File: src/rtl/uart_rx_fifo_if.sv
// Bundle between the uart_rx / GPIO side and the receive FIFO.
// The master drives the byte strobe and the pop/clear strobes.
// The slave (the FIFO) returns the head byte and the status flags.
interface uart_rx_fifo_if #(
    parameter int DEPTH_LOG2 = 4
);
    logic [7:0]          rx_byte;
    logic                rx_byte_ready;
    logic                pop;
    logic                clear_overflow;
    logic [7:0]          dout;
    logic                empty;
    logic                full;
    logic [DEPTH_LOG2:0] count;
    logic                overflow;

    modport master (
        output rx_byte,
        output rx_byte_ready,
        output pop,
        output clear_overflow,
        input  dout,
        input  empty,
        input  full,
        input  count,
        input  overflow
    );

    modport slave (
        input  rx_byte,
        input  rx_byte_ready,
        input  pop,
        input  clear_overflow,
        output dout,
        output empty,
        output full,
        output count,
        output overflow
    );
endinterface

File: src/rtl/uart_rx_fifo.sv
// Show-ahead receive FIFO for uart_rx bytes.
// A push happens once per rising edge of rx_byte_ready.
// A full FIFO drops the byte and raises a sticky overflow flag, unless a pop
// in the same cycle frees a slot.
module uart_rx_fifo #(
    parameter int DEPTH_LOG2 = 4
) (
    input  logic             clk,
    input  logic             rst_n,
    uart_rx_fifo_if.slave    bus
);
    localparam int DEPTH = 1 << DEPTH_LOG2;
    localparam logic [DEPTH_LOG2:0]   CNT_FULL = (DEPTH_LOG2 + 1)'(DEPTH);
    localparam logic [DEPTH_LOG2:0]   CNT_ONE  = (DEPTH_LOG2 + 1)'(1);
    localparam logic [DEPTH_LOG2-1:0] PTR_ONE  = DEPTH_LOG2'(1);

    logic                  ready_q;
    logic [DEPTH_LOG2-1:0] wr_ptr_q, wr_ptr_d;
    logic [DEPTH_LOG2-1:0] rd_ptr_q, rd_ptr_d;
    logic [DEPTH_LOG2:0]   count_q, count_d;
    logic                  overflow_q, overflow_d;
    logic [7:0]            mem_q [DEPTH];

    logic is_empty, is_full;
    logic push_evt, pop_ok, push_ok, drop;

    // Event decode: edge-detected push, legal pop, and accept/drop decision.
    always_comb begin
        is_empty = (count_q == '0);
        is_full  = (count_q == CNT_FULL);
        push_evt = bus.rx_byte_ready & ~ready_q;
        pop_ok   = bus.pop & ~is_empty;
        // A pop while full frees the slot that the push then takes.
        push_ok  = push_evt & (~is_full | pop_ok);
        drop     = push_evt & is_full & ~pop_ok;
    end

    // Next-state for pointers, occupancy and the sticky flag (set beats clear).
    always_comb begin
        wr_ptr_d   = push_ok ? wr_ptr_q + PTR_ONE : wr_ptr_q;
        rd_ptr_d   = pop_ok  ? rd_ptr_q + PTR_ONE : rd_ptr_q;
        count_d    = count_q;
        if (push_ok && !pop_ok) begin
            count_d = count_q + CNT_ONE;
        end else if (!push_ok && pop_ok) begin
            count_d = count_q - CNT_ONE;
        end
        overflow_d = drop | (overflow_q & ~bus.clear_overflow);
    end

    // Control state: the only registers that reset.
    always_ff @(posedge clk or negedge rst_n) begin
        if (!rst_n) begin
            ready_q    <= 1'b0;
            wr_ptr_q   <= '0;
            rd_ptr_q   <= '0;
            count_q    <= '0;
            overflow_q <= 1'b0;
        end else begin
            ready_q    <= bus.rx_byte_ready;
            wr_ptr_q   <= wr_ptr_d;
            rd_ptr_q   <= rd_ptr_d;
            count_q    <= count_d;
            overflow_q <= overflow_d;
        end
    end

    // Byte storage: written on accepted pushes only, never reset.
    always_ff @(posedge clk) begin
        if (push_ok) begin
            mem_q[wr_ptr_q] <= bus.rx_byte;
        end
    end

    // Outputs derived from registered state; head reads as zero when empty.
    assign bus.dout     = is_empty ? 8'h00 : mem_q[rd_ptr_q];
    assign bus.empty    = is_empty;
    assign bus.full     = is_full;
    assign bus.count    = count_q;
    assign bus.overflow = overflow_q;
endmodule

File: src/flat_wrapper.sv
// flat-port wrapper written by rule: the top's interface ports become plain ports
module uart_rx_fifo_flat 
#(
    parameter int DEPTH_LOG2 = 4
)
  (clk, rst_n, bus_rx_byte, bus_rx_byte_ready, bus_pop, bus_clear_overflow, bus_dout, bus_empty, bus_full, bus_count, bus_overflow);
  uart_rx_fifo_if #(.DEPTH_LOG2(DEPTH_LOG2)) bus_i ();
  input  logic clk;
  input  logic rst_n;
  input wire logic [$bits(bus_i.rx_byte)-1:0] bus_rx_byte;
  input wire logic [$bits(bus_i.rx_byte_ready)-1:0] bus_rx_byte_ready;
  input wire logic [$bits(bus_i.pop)-1:0] bus_pop;
  input wire logic [$bits(bus_i.clear_overflow)-1:0] bus_clear_overflow;
  output wire logic [$bits(bus_i.dout)-1:0] bus_dout;
  output wire logic [$bits(bus_i.empty)-1:0] bus_empty;
  output wire logic [$bits(bus_i.full)-1:0] bus_full;
  output wire logic [$bits(bus_i.count)-1:0] bus_count;
  output wire logic [$bits(bus_i.overflow)-1:0] bus_overflow;
  assign bus_i.rx_byte = bus_rx_byte;
  assign bus_i.rx_byte_ready = bus_rx_byte_ready;
  assign bus_i.pop = bus_pop;
  assign bus_i.clear_overflow = bus_clear_overflow;
  assign bus_dout = bus_i.dout;
  assign bus_empty = bus_i.empty;
  assign bus_full = bus_i.full;
  assign bus_count = bus_i.count;
  assign bus_overflow = bus_i.overflow;
  uart_rx_fifo #(.DEPTH_LOG2(DEPTH_LOG2)) u_core (.clk(clk), .rst_n(rst_n), .bus(bus_i));
endmodule
File: config.mk
export PLATFORM = sky130hd
export DESIGN_NAME = uart_rx_fifo_flat
export DESIGN_NICKNAME = d
export VERILOG_FILES = /design/src/rtl/uart_rx_fifo_if.sv /design/src/rtl/uart_rx_fifo.sv /design/src/flat_wrapper.sv
export SDC_FILE = /design/constraint.sdc
export NUM_CORES = 1
export LEC_CHECK = 0
export BUFFER_PORTS_ARGS = -buffer_cell sky130_fd_sc_hd__buf_4
export CORE_ASPECT_RATIO = 0.75
export CORE_UTILIZATION = 45
export DETAILED_ROUTE_END_ITERATION = 6
export PLACE_DENSITY = 0.71
export SLEW_MARGIN = 15
export SYNTH_ARGS = -nofsm -noshare
export SYNTH_HDL_FRONTEND = slang
export SYNTH_SLANG_ARGS = --single-unit
File: constraint.sdc
create_clock -name clk -period 3.55 [get_ports clk]
set_input_delay 0.71 -clock clk [delete_from_list [all_inputs] [get_ports clk]]
set_output_delay 0.71 -clock clk [all_outputs]
set_load 0.05 [all_outputs]
-- Word-level counts from Yosys, hierarchy flattened
Memories as Yosys holds them, arrays and structs flattened.
Index checks and enable logic that the tools add are counted.
- memories kept: 1
- RAM bits: 128
- word-level logic and storage cells: 35
- register bits after elaboration: 15
- memories (memory ; words ; width ; read ports ; clocked after Yosys merged registers in ; write ports ; RTL line ; text):
    u_core.mem_q ; 16 ; 8 ; 1 ; 0 ; 1 ; uart_rx_fifo.sv:22 ; logic [7:0] mem_q [DEPTH];
- bitwise gates (word level): 13
- eq/ne operators: 1
- add/sub/neg operators: 4
- mux-type cells: 5
- reduce and logical (&&, ||, !) cells: 6
- operator list (operator ; number):
    $mux 5 ; 2
    $add 4x1->4 const B ; 2
    $mux 8 ; 1
    $and 1x1->1 ; 6
    $add 5x1->5 const B ; 1
    $eq 5x5->1 const B ; 1
    $logic_not 5->1 ; 1
    $not 1->1 ; 5
    $sub 5x1->5 const B ; 1
    $logic_and 1x1->1 ; 2
    $logic_not 1->1 ; 2
    $mux 1 ; 2
    $or 1x1->1 ; 2
    $reduce_bool 2->1 ; 1

-- Longest topological paths before layout
Gate-level depths: netlist (run 1).
- depth in word-level cells: 9
- gate-level depth with buffers: 10

-- Least setup slack after synthesis (run 1)
OpenSTA, ideal clock, no wires.
- kind: reg2reg
- start point: register u_core.count_q[0] (netlist: u_core.bus.count[0])
- end point: register u_core.count_q[4] (netlist: u_core.bus.count[4])
- path slack: 0.544 ns
- setup time: 0.136 ns
- buffers on the path: 1
- cell stages (with the launch flop): 10
- data arrival time: 2.870 ns
- required time: 3.414 ns
- cells stage by stage: dfrtp_1 -> nor4_1 -> a31oi_1 -> buf_2 -> ha_1 -> inv_1 -> ha_1 -> a21o_1 -> a2111oi_0 -> o31ai_1
- word-level cells in the longest chain between the ends: 8
- elaborated cells between the ends (all ways): 16
- ends and longest elaborated chain (what ; RTL line ; text):
    from (decl) ; uart_rx_fifo.sv:20 ; logic [DEPTH_LOG2:0] count_q, count_d;
    from (signal assigned) ; uart_rx_fifo.sv:63 ; count_q <= count_d;
    $logic_not 5->1 ; uart_rx_fifo.sv:29 ; is_empty = (count_q == '0);
    $not 1->1 ; uart_rx_fifo.sv:32 ; pop_ok = bus.pop & ~is_empty;
    $and 1x1->1 ; uart_rx_fifo.sv:32 ;
    $or 1x1->1 * ; uart_rx_fifo.sv:34 ; push_ok = push_evt & (~is_full | pop_ok);
    $and 1x1->1 * ; uart_rx_fifo.sv:34 ;
    net u_core.push_ok ; uart_rx_fifo.sv:25 ; logic push_evt, pop_ok, push_ok, drop;
    $logic_not 1->1 ; uart_rx_fifo.sv:45 ; end else if (!push_ok && pop_ok) begin
    $logic_and 1x1->1 ; uart_rx_fifo.sv:45 ;
    $reduce_bool 2->1 (no line) ; - ;
Mark *: on every way through the listed nets, which the timed path passes. The rest lies on a longest branch. The select of a mux whose other input is x is not followed.
A chain may end at the register's enable or synchronous reset.

-- Worst setup path in the final report (run 1)
- start point: register u_core.rd_ptr_q[1]
- end point: output port bus_dout[2]
- word-level cells in the longest chain between the ends: 2
- ends and longest elaborated chain (what ; RTL line ; text):
    from (decl) ; uart_rx_fifo.sv:19 ; logic [DEPTH_LOG2-1:0] rd_ptr_q, rd_ptr_d;
    from (signal assigned) ; uart_rx_fifo.sv:62 ; rd_ptr_q <= rd_ptr_d;
    $mem_v2 16x8 ; - ;
    $mux 8 ; uart_rx_fifo.sv:76 ; assign bus.dout = is_empty ? 8'h00 : mem_q[rd_ptr_q];
    to (decl) ; flat_wrapper.sv:14 ; output wire logic [$bits(bus_i.dout)-1:0] bus_dout;
Every way passes these cells.

==> run metrics, run 1 <==
outcome finished clean; TritonCTS Buffers 17; drt pass-1 iters 4; RD Place Congestion 0.744; clk sink count 143; Tmin final 3.20 ns; RSZ-0062 raised after global routing no; Hold Crit Class in -> async; Worst-path clk slew 0.06 ns; IO Port Bufs 28; CP Cell Sequence buf_12, mux4_1, mux2_2, o21ai_0, a21oi_1, buf_4; crit-path max FO 33; CTS Hold Buffers Added 0; internal power 3.77 mW; setup TNS 0 ns; Syn. warnings 0; CP max stage cell mux4_1; gr usage total 17.4%; Peak Freq 313 MHz; Tcrit/Tclk final 90.1%; syn avg cell area 19.6 sq um; DRT Wirelength 10600 um; Pleak 2.39 nW; fin nets 362; Flop pwr share 37.3%; CTS root buffer clkbuf_16; design area 6830 sq um; die area 13700 sq um; met1 Use GR 23.6%; Row Count 35; post-CTS setup buffer count 0; syn nets 326; most common cell after layout, fill and taps aside edfxtp_1; Die Y 102 um; Post-synth EDFFs 128; # Max-Cap Violations 0; Worst slew margin 55.7%; wire length per cell 20.5 um; fraction of layout instances using a drive strength above 1 27.8%; Post-DP Area 6280 sq um; Skew-Pair Late Insertion Delay 0.41 ns; Power Dens Cells 855 nW/um^2; grt total ovfl 0; vias in the first global route 3006; Final Total Pwr 5.84 mW; Synth Flop Type edfxtp_1; ys async rst share 10.5%; # setup viols final 0; Final Util 54.4%; max-slew violation count 0; CTS resizes 0; Seq/Total Area, Yosys 70.9%; H-Tree Depth 4; Cell variety after synth 41; Iter 0 DRT Violations 257; highest-count cells in the layout ignoring fill and taps 128 x edfxtp_1, 31 x buf_4, 23 x mux4_2, 17 x clkbuf_16, 15 x dfrtp_1; Clock power frac 27.8%; hold slack final 0.138 ns; Routed Antenna Nets 0; final hold vios 0; CTS tree yes; final clock skew 0.00875 ns; Crit. Startpoint u_core.rd_ptr_q[1]; via density per instance 5.46; Critical Path End Type output port; fill count 953; CP max stage delay 0.59 ns; worst r2r path cells 8; Initial Utilization 47.3%; net switching power 2.07 mW; R2R Path Start u_core.bus.count[0]; Longest Clk Path Bufs 2; Detailed Place HPWL 6700 um; first-pass GRT wire length 16600 um; synthesized instance count 303; initial antenna violation count 0; total I/O pin count 29; maximum VDD drop 0.595 mV; global route hottest layer met2; crit path kind reg -> out; CORE AREA 12600 sq um; met3 Resource Use GR 4.70%; CP startpoint kind flop; DR vias 2829; CP Data Required Time 2.84 ns; Comb pwr share 34.9%; Diodes inserted 0; FF+latch count, synth 143; Arr. time, crit path 2.49 ns; Mapped Area 5950 sq um; largest net degree at the start of global routing 34; Slew @ Worst Pin 0.664 ns; DRC viols 0; Area growth syn-to-layout 14.9%; chip width 135 um; met2 usage 27.2%; Switching Share 35.5%
==> layout make-up <==
class / count / area [sq um] / share of cell area [%]
clock buffers: 17 / 425 / 6.23
inverters: 7 / 26.3 / 0.385
well taps: 166 / 208 / 3.04
flip-flops and latches: 143 / 4220 / 61.8
repair buffers: 33 / 273 / 3.99
clock inverters: 15 / 126 / 1.85
multi-input cells: 137 / 1550 / 22.7
==> Yosys cell counts (2+ instances only) <==
| master | count | area share [%] |
|---|---|---|
| xor2_1 | 2 | 0.29 |
| buf_4 | 2 | 0.25 |
| mux4_1 | 9 | 4.0 |
| nor3_1 | 3 | 0.25 |
| mux4_2 | 23 | 8.7 |
| a21o_1 | 3 | 0.38 |
| nor2_1 | 2 | 0.13 |
| nand3_1 | 2 | 0.17 |
| xnor2_1 | 7 | 1.0 |
| clkbuf_8 | 3 | 0.69 |
| buf_2 | 3 | 0.25 |
| clkbuf_1 | 3 | 0.19 |
| edfxtp_1 | 128 | 65 |
| o21ai_1 | 3 | 0.25 |
| inv_1 | 7 | 0.44 |
| o21ai_0 | 8 | 0.67 |
| dfrtp_1 | 15 | 6.3 |
| and2_1 | 7 | 0.74 |
| mux2_2 | 10 | 1.9 |
| mux2i_1 | 9 | 1.5 |
| ha_1 | 9 | 1.9 |
| buf_6 | 2 | 0.38 |
| and3_1 | 6 | 0.63 |
| nand2_1 | 8 | 0.50 |
| a21oi_1 | 10 | 0.84 |
| and4_1 | 4 | 0.59 |
==> worst max-delay path, delay by kind of cell (launching register included) <==
| kind | cells | cell delay (ns) |
|---|---|---|
| muxes | 2 | 0.87 |
| DFF | 1 | 0.41 |
| AOI/OAI and AO/OA | 2 | 0.25 |
| buffers and inverters | 2 | 0.52 |
==> worst paths after layout <==
path / end / slack (ns)
worst min register to register: u_core.bus.overflow / 0.54
worst max register to register: u_core.bus.count[4] / 0.48
worst min-delay path: u_core.ready_q / 0.14
max in group asynchronous: u_core.rd_ptr_q[3] / 3.23
worst max-delay path: bus_dout[2] / 0.35
min in group clk: u_core.ready_q / 0.41
==> metal layers <==
layer	vias up	part of all wire, %
li1	1302	-
met1	1447	47
met2	74	48
met3	6	4.6
met4	0	0.63
met5	-	0
==> per-stage QoR <==
stage          cells  setup WS, ns
2_1_floorplan    303         0.544
3_3_place_gp     486         0.726
3_5_place_dp     486         0.473
4_1_cts          518         0.329
5_1_grt          518         0.224
6_report         518         0.353
==> flip-flops by register name, summed over array words and instances (netlist names) <==
signal and count:
u_core.ready_q 1, u_core.bus.overflow 1, u_core.rd_ptr_q 4, u_core.mem_q 128, u_core.wr_ptr_q 4, u_core.bus.count 5
==> power groups by stage <==
stage	clock (mW)	sequential (mW)	combinational, mW
2_1_floorplan	0	2.19	1.59
3_3_place_gp	0	2.20	2.03
3_5_place_dp	0	2.21	2.06
4_1_cts	1.66	2.18	2.07
5_1_grt	1.73	2.20	2.19
6_report	1.62	2.18	2.04
==> cells by family after synthesis <==
kind of cell             count (synthesis)  synth area share (%)
buffers and inverters                   23                  2.92
adder cells (fa/ha/maj)                 10                  2.23
AO/OA/AOI/OAI                           29                  2.78
flip-flops                             143                  70.9
multiplexers                            51                  16.1
XOR/XNOR                                 9                  1.33
AND/OR/NAND/NOR                         38                  3.70
Note: power is estimated with default switching activity, not from simulation.
==> run 2, diff against run 1 <==
- CTS_CLUSTER_SIZE: default -> 28
- PLACE_DENSITY: 0.71 -> default
==> run 2 against run 1 <==
Setup slack got worse by 0.057 ns. Via count increased by 0.67%. Sequential power about the same. Critical path type unchanged. Clock skew decreased by 0.0033 ns. Worst hold slack improved by 0.0081 ns. Global-route usage increased by 1.1 points. First-iteration DRC count decreased by 15%.
==> run metrics, run 2 (synthesis gave the netlist of run 1 again) <==
Final Util 54.6% (was 54.4%); max FFs per register 128 (unchanged); total I/O pin count 29 (unchanged); CTS resizes 0 (unchanged); grt total ovfl 0 (unchanged); crit-path max FO 32 (was 33); CP max stage delay 0.60 ns (was 0.59 ns); most common cell after layout, fill and taps aside edfxtp_1 (unchanged); CTS root buffer clkbuf_16 (unchanged); Worst-path clk slew 0.06 ns (about the same); Arr. time, crit path 2.54 ns (was 2.49 ns); Tcrit/Tclk final 91.7% (was 90.1%); CTS Hold Buffers Added 0 (unchanged); Longest Clk Path Bufs 2 (unchanged); Area growth syn-to-layout 15.4% (was 14.9%); drt pass-1 iters 4 (unchanged); Skew-Pair Late Insertion Delay 0.41 ns (about the same); gr usage total 18.5% (was 17.4%); Largest delay share family, worst path multiplexers (unchanged); outcome finished clean (unchanged); Clock power frac 29.4% (was 27.8%); Top reg by flops u_core.mem_q (unchanged); initial antenna violation count 0 (unchanged); final clock skew 0.00540 ns (was 0.00875 ns); Switching Share 34.0% (was 35.5%); wire length per cell 21.5 um (was 20.5 um); first-pass GRT wire length 17400 um (was 16600 um); CTS tree yes (unchanged); net switching power 2.03 mW (was 2.07 mW); CP max stage cell mux4_1 (unchanged); CP endpoint bus_dout[0] (was bus_dout[2]); Detailed Place HPWL 6740 um (was 6700 um); Pleak 2.41 nW (was 2.39 nW); CP startpoint kind flop (unchanged); IO Port Bufs 28 (unchanged); TritonCTS Buffers 17 (unchanged); vias in the first global route 2932 (was 3006); fill count 981 (was 953); CORE AREA 12600 sq um (unchanged); CP Cell Sequence buf_12, mux4_1, mux2_2, o21ai_0, a21oi_1, buf_4 (unchanged); Initial Utilization 47.3% (unchanged); Worst Path Buf+Inv 2 (unchanged); maximum VDD drop 0.777 mV (was 0.595 mV); Worst slew margin 57.2% (was 55.7%); setup TNS 0 ns (unchanged); Slew @ Worst Pin 0.641 ns (was 0.664 ns); Tmin final 3.25 ns (was 3.20 ns); max-slew violation count 0 (unchanged); DRC viols 0 (unchanged); crit path kind reg -> out (unchanged); RD Place Congestion 0.754 (was 0.744); Critical Path End Type output port (unchanged); # setup viols final 0 (unchanged); critical path depth in cells 6 (unchanged); Iter 0 DRT Violations 218 (was 257); Comb pwr share 34.7% (was 34.9%); CP Data Required Time 2.84 ns (about the same); chip width 135 um (unchanged); Peak Freq 307 MHz (was 313 MHz); via density per instance 5.52 (was 5.46); reg2reg end u_core.bus.count[4] (unchanged); H-Tree Depth 4 (unchanged); die area 13700 sq um (unchanged); post-CTS setup buffer count 0 (unchanged); Hold Crit Class in -> async (unchanged); non-filler instance count after layout 516 (was 518); placed cell count 485 (was 486); Diodes inserted 0 (unchanged); RSZ-0062 raised after global routing no (unchanged); DRT Wirelength 11100 um (was 10600 um); Row Count 35 (unchanged); clk sink count 143 (unchanged); highest-count cells in the layout ignoring fill and taps 128 x edfxtp_1, 30 x buf_4, 23 x mux4_2, 17 x clkbuf_16, 15 x dfrtp_1 (was 128 x edfxtp_1, 31 x buf_4, 23 x mux4_2, 17 x clkbuf_16, 15 x dfrtp_1); # Max-Cap Violations 0 (unchanged); worst r2r path cells 9 (was 8); internal power 3.95 mW (was 3.77 mW); R2R Path Start u_core.bus.count[0] (unchanged); Flop pwr share 35.9% (was 37.3%); hold slack final 0.147 ns (was 0.138 ns); fraction of layout instances using a drive strength above 1 27.7% (was 27.8%); fin nets 361 (was 362); r2r setup slk 0.53 ns (was 0.48 ns); Die Y 102 um (unchanged); largest net degree at the start of global routing 33 (was 34); DR vias 2848 (was 2829); Power Dens Cells 872 nW/um^2 (was 855 nW/um^2); Routed Antenna Nets 0 (unchanged); Crit. Startpoint u_core.rd_ptr_q[1] (unchanged); final hold vios 0 (unchanged)
==> run 2: changes by cell type in the layout (fill, tap and decap cells not counted) <==
cell / delta
clkinv_2: +4
clkinv_4: -4
inv_6: -4
bufinv_16: +3
clkinvlp_4: +2
buf_4: -1
clkinv_1: -1
inv_8: -1
==> run 2: worst min-delay path by stage <==
stage,start,end,slack (ns)
2_1_floorplan,rst_n,u_core.bus.count[0],0.41
3_3_place_gp,u_core.rd_ptr_q[3],u_core.rd_ptr_q[3],0.46
3_5_place_dp,u_core.rd_ptr_q[3],u_core.rd_ptr_q[3],0.46
4_1_cts,rst_n,u_core.ready_q,0.13
5_1_grt,rst_n,u_core.ready_q,0.14
6_report,rst_n,u_core.bus.count[3],0.15
==> run 2: metal layers <==
layer	vias to the layer above	track usage, %	part of all wire, %
met4	0	6.66	1.3
li1	1301	-	-
met2	77	26.8	45
met1	1458	26.6	48
met5	-	0	0
met3	12	5.56	5.5
==> run 2: area by class of cell <==
| cell class | instances | area [sq um] | area share, % |
|---|---|---|---|
| clock buffer | 17 | 425 | 6.20 |
| clock inverter | 14 | 166 | 2.42 |
| inverter | 7 | 26.3 | 0.383 |
| multi-input combinational | 137 | 1550 | 22.6 |
| sequential | 143 | 4220 | 61.5 |
| tap | 166 | 208 | 3.03 |
| timing repair buffer | 32 | 265 | 3.86 |
==> run 2: metrics by stage <==
step	cell area, sq um	power, mW	setup slack, ns
floorplan	5950	3.79	0.544
global placement	6270	4.26	0.672
detailed placement	6270	4.28	0.526
CTS	6860	6.06	0.231
global route	6860	6.28	0.0975
finish	6860	5.98	0.296
==> run 2: power by group through the flow <==
| stage | combinational [mW] | clock [mW] | sequential [mW] |
|---|---|---|---|
| floorplan | 1.59 | 0 | 2.19 |
| detailed placement | 2.11 | 0 | 2.18 |
| global route | 2.24 | 1.87 | 2.17 |
| CTS | 2.12 | 1.80 | 2.15 |
| finish | 2.08 | 1.76 | 2.15 |
| global placement | 2.09 | 0 | 2.17 |
